[src/rtl/dmi_txn_guard.sv]
//==============================================================================
// Module : dmi_txn_guard
// Single-outstanding DMI request/response guard with a sticky error latch.
// Optional response timeout enabled by defining DMI_TXN_GUARD_TIMEOUT_EN.
// Rev    : 1.0
//==============================================================================
`default_nettype none

module dmi_txn_guard #(
    parameter int unsigned TIMEOUT_CYCLES = 1024
) (
    input  logic        clk,
    input  logic        reset,
    input  logic        up_req_valid_i,
    output logic        up_req_ready_o,
    input  logic [6:0]  up_req_addr_i,
    input  logic [1:0]  up_req_op_i,
    input  logic [31:0] up_req_data_i,
    output logic        up_resp_valid_o,
    input  logic        up_resp_ready_i,
    output logic [1:0]  up_resp_resp_o,
    output logic [31:0] up_resp_data_o,
    output logic        dn_req_valid_o,
    input  logic        dn_req_ready_i,
    output logic [6:0]  dn_req_addr_o,
    output logic [1:0]  dn_req_op_o,
    output logic [31:0] dn_req_data_o,
    input  logic        dn_resp_valid_i,
    output logic        dn_resp_ready_o,
    input  logic [1:0]  dn_resp_resp_i,
    input  logic [31:0] dn_resp_data_i,
    input  logic        err_clear_i,
    output logic [1:0]  sticky_err_o
);

    typedef enum logic [1:0] {
        S_IDLE    = 2'd0,
        S_REQ     = 2'd1,
        S_RESP    = 2'd2,
        S_DELIVER = 2'd3
    } state_t;

    localparam logic [1:0] c_RESP_BUSY = 2'd3;

    state_t      state_q, state_d;
    logic [6:0]  addr_q, addr_d;
    logic [1:0]  op_q, op_d;
    logic [31:0] wdata_q, wdata_d;
    logic [1:0]  resp_q, resp_d;
    logic [31:0] rdata_q, rdata_d;
    logic [1:0]  sticky_q, sticky_d;
    logic        tmo_hit;

`ifdef DMI_TXN_GUARD_TIMEOUT_EN
    localparam logic [15:0] c_TMO_LAST = 16'(TIMEOUT_CYCLES - 1);

    logic [15:0] tmo_cnt_q, tmo_cnt_d;

    assign tmo_hit = (state_q == S_RESP) && (tmo_cnt_q == c_TMO_LAST);

    always_comb begin
        tmo_cnt_d = tmo_cnt_q;
        if (state_q == S_REQ && dn_req_ready_i) begin
            tmo_cnt_d = '0;
        end else if (state_q == S_RESP) begin
            tmo_cnt_d = tmo_cnt_q + 16'd1;
        end
    end

    always_ff @(posedge clk) begin
        if (reset) begin
            tmo_cnt_q <= '0;
        end else begin
            tmo_cnt_q <= tmo_cnt_d;
        end
    end
`else
    assign tmo_hit = 1'b0;
`endif

    always_comb begin
        state_d  = state_q;
        addr_d   = addr_q;
        op_d     = op_q;
        wdata_d  = wdata_q;
        resp_d   = resp_q;
        rdata_d  = rdata_q;
        sticky_d = sticky_q;

        case (state_q)
            S_IDLE: begin
                if (up_req_valid_i) begin
                    addr_d  = up_req_addr_i;
                    op_d    = up_req_op_i;
                    wdata_d = up_req_data_i;
                    // A latched error short-circuits to busy without touching the DM.
                    if (sticky_q == 2'd0) begin
                        state_d = S_REQ;
                    end else begin
                        resp_d  = c_RESP_BUSY;
                        rdata_d = '0;
                        state_d = S_DELIVER;
                    end
                end
            end
            S_REQ: begin
                if (dn_req_ready_i) begin
                    state_d = S_RESP;
                end
            end
            S_RESP: begin
                if (dn_resp_valid_i) begin
                    resp_d  = dn_resp_resp_i;
                    rdata_d = dn_resp_data_i;
                    state_d = S_DELIVER;
                end else if (tmo_hit) begin
                    resp_d  = c_RESP_BUSY;
                    rdata_d = '0;
                    state_d = S_DELIVER;
                end
            end
            default: begin
                if (up_resp_ready_i) begin
                    state_d = S_IDLE;
                end
            end
        endcase

        // Setting takes priority over a simultaneous clear.
        if (state_q == S_RESP && state_d == S_DELIVER && resp_d[1] && sticky_q == 2'd0) begin
            sticky_d = resp_d;
        end else if (err_clear_i) begin
            sticky_d = 2'd0;
        end
    end

    always_ff @(posedge clk) begin
        if (reset) begin
            state_q  <= S_IDLE;
            addr_q   <= '0;
            op_q     <= '0;
            wdata_q  <= '0;
            resp_q   <= '0;
            rdata_q  <= '0;
            sticky_q <= '0;
        end else begin
            state_q  <= state_d;
            addr_q   <= addr_d;
            op_q     <= op_d;
            wdata_q  <= wdata_d;
            resp_q   <= resp_d;
            rdata_q  <= rdata_d;
            sticky_q <= sticky_d;
        end
    end

    // Responses outside RESP are accepted and dropped so stale beats drain.
    assign dn_resp_ready_o = !reset;
    assign up_req_ready_o  = (state_q == S_IDLE) && !reset;
    assign dn_req_valid_o  = (state_q == S_REQ);
    assign dn_req_addr_o   = addr_q;
    assign dn_req_op_o     = op_q;
    assign dn_req_data_o   = wdata_q;
    assign up_resp_valid_o = (state_q == S_DELIVER);
    assign up_resp_resp_o  = resp_q;
    assign up_resp_data_o  = rdata_q;
    assign sticky_err_o    = sticky_q;

endmodule

`default_nettype wire
[config.mk]
export PLATFORM = sky130hd
export DESIGN_NAME = dmi_txn_guard
export DESIGN_NICKNAME = d
export VERILOG_FILES = /design/src/rtl/dmi_txn_guard.sv
export SDC_FILE = /design/constraint.sdc
export NUM_CORES = 1
export LEC_CHECK = 0
export ABC_CLOCK_PERIOD_IN_PS = 2600
export BUFFER_PORTS_ARGS = -buffer_cell sky130_fd_sc_hd__buf_2
export CELL_PAD_IN_SITES_DETAIL_PLACEMENT = 0
export CELL_PAD_IN_SITES_GLOBAL_PLACEMENT = 1
export CORE_ASPECT_RATIO = 0.5
export CORE_MARGIN = 2
export CORE_UTILIZATION = 34
export CTS_CLUSTER_DIAMETER = 150
export DETAILED_ROUTE_END_ITERATION = 10
export PLACE_DENSITY = 0.91
export SYNTH_ARGS = -nofsm -noshare
export SYNTH_HDL_FRONTEND = slang
export SYNTH_SLANG_ARGS = --single-unit
[constraint.sdc]
create_clock -name clk -period 2.6 [get_ports clk]
set_input_delay 0.26 -clock clk [delete_from_list [all_inputs] [get_ports clk]]
set_output_delay 0.26 -clock clk [all_outputs]
set_load 0.005 [all_outputs]
==> reports/results.tsv <==
metric	value	unit
min_path_type	in -> reg	
grt_max_degree	43	
area_growth_syn_to_layout	35.7	%
syn_area	3130	µm²
n_fill_cell	867	
cp_max_fo	32	
antenna_found_initial	0	
post_cts_resized	0	
synthArstFlopShare	0	%
io_pins	163	
slowest_delay	830	ps
avgSynthCellArea	8.65	µm²
grt_use_total	17.0	%
routabilityCongestion	0.733	
final_area	4250	µm²
syn_inst	362	
worstPathRequired	2800	ps
clk_latency	320	ps
cts.path.max_buffers	2	
maxCapViolCount	0	
ctsHoldBuffers	0	
finalCriticalPeriod	2190	ps
drc	0	
drive_gt1_share	36.6	%
coreArea	8830	µm²
power_density	670	nW/µm²
synth_seq_cells	79	
rsz0062_at_grt	false	
grt_pass1_wl	13.8	mm
start_util	35.5	%
skew	3.18	ps
maxSlewHeadroom	26.5	%
htreeDepth	3	
finalSetupViolCount	0	
ir_drop	316	µV
dr.pass1.iters	5	
fin_crit_sh	84.1	%
placed_area	3970	µm²
ys_seq_area_share	50.5	%
end_kind	flip-flop	
finalMaxSlewViolations	0	
path_cells	nand2_1 > o211ai_1 > a21oi_1	
hpwl	5.99	mm
drtIter0Drc	203	
yosysMostFrequentCell	nand2_1	
status	completed	
arrival	2390	ps
dieArea	10000	µm²
via_per_inst	5.01	
finalHoldViolations	0	
die_h	71.9	µm
rows	24	
worst_pin_slew	1100	ps
cts.sinks	79	
wl_per_cell	13.9	µm
die_w	140	µm
grt-ovfl-total	0	
synth_edf_count	0	
max_freq	457	MHz
startpoint_type	flip-flop	
critical_path_class	reg -> reg	
cts.clk_slew.worst_paths	50	ps
antenna_left	0	
syn-num-nets	444	
register_area	1580	µm²
fin_nets	592	
slowest_stage	nand2_1	
p_leak	1.89	nW
multi_input_area	1330	µm²
synth.distinct_cells	26	
grt_pass1_vias	2893	
postCtsSetupBuffers	0	
dr_total_vias	3164	
ys.flop_type	dfxtp_1	
hold_ws	128	ps
synth_top_cell_by_area	dfxtp_1	
synthTopCellsByArea	dfxtp_1, a21oi_1, nand2_1	
n_antenna_cell	0	
synth_common_cells	nand2_1, dfxtp_1, a21oi_1, a22oi_1, o211ai_1	
io_buffers	162	
synth_top_area_share	50.5	%
finalWirelength	8.78	mm
cts_tree	built	
yosys_warnings	0	
cts_buffers	9	
cts_root_buffer	clkbuf_16	
tns	0	ps
## worst paths after layout
path | from | end | slack [ps] | cells past startpoint
setup / recovery | state_q[1] | up_resp_data_o[16] | 410 | 3
hold / removal | up_resp_ready_i | state_q[1] | 130 | 2
hold reg to reg | dn_req_data_o[27] | dn_req_data_o[27] | 450 | 2
setup reg to reg | state_q[1] | up_resp_data_o[16] | 410 | 3
## cell usage in the layout (no fill, tap or decap), drive strengths merged
cell | Yosys | final
a211oi | 1 | 1
nand4 | 1 | 1
nor2 | 3 | 3
inv | 4 | 4
nor3b | 1 | 1
and3b | 1 | 1
o21ai | 2 | 2
a21oi | 77 | 77
mux4 | 1 | 1
nand2 | 84 | 84
o211ai | 32 | 32
buf | 23 | 173
or3b | 1 | 1
dfxtp | 79 | 79
a32oi | 1 | 1
nor3 | 1 | 1
mux2i | 2 | 2
and2 | 1 | 1
a22oi | 32 | 32
nor2b | 1 | 1
clkbuf | 13 | 15
o21a | 1 | 1
## sequential cells by signal, summed over array words and instances, names as in the netlist
register / flops
dn_req_data_o: 32
up_resp_data_o: 32
dn_req_addr_o: 7
dn_req_op_o: 2
state_q: 2
sticky_err_o: 2
up_resp_resp_o: 2
## power by group
| part | internal (mW) | leakage [nW] | switching, mW |
|---|---|---|---|
| clock | 0.721 | 0.136 | 0.453 |
| sequential | 1.28 | 0.644 | 0.0404 |
| combinational | 0.156 | 1.11 | 0.197 |
## critical path, delay by kind of cell, from the launching register on
kind | cells | cell delay (ps)
compound gates | 2 | 490
simple gates | 1 | 830
flops | 1 | 730
## metrics by stage
step	total power, mW	setup slack [ps]	util, %	cells
3_3_place_gp	1.70	500	45.0	616
2_1_floorplan	1.54	1390	-	362
3_5_place_dp	1.70	474	45.0	616
6_report	2.85	413	48.1	631
5_1_grt	2.98	194	48.1	631
4_1_cts	2.88	441	48.1	631
## cell families after synthesis
family          after synthesis  share of synthesized area, %
flops                        79                          50.5
simple gates                 94                          12.2
mux                           3                          1.36
buf+inv                      40                          7.23
compound gates              146                          28.7
## layout make-up
class / count / share of cell area (%)
multi-input combinational: 243 / 31.4
tap: 117 / 3.45
inverter: 4 / 0.354
timing repair buffer: 173 / 21.0
clock buffer: 15 / 6.54
sequential: 79 / 37.2
## per-layer routing
metal  up-vias  wire [µm]  part of all wire [%]  GRT usage (%)
li1       1583          -                     -              -
met3        10        392                   4.5           3.81
met1      1491       3920                    45           20.8
met5         -          0                     0              0
met4         0        125                   1.4           6.11
met2        80       4340                    49           30.0
No activity file was read; power rests on OpenSTA's default activity.
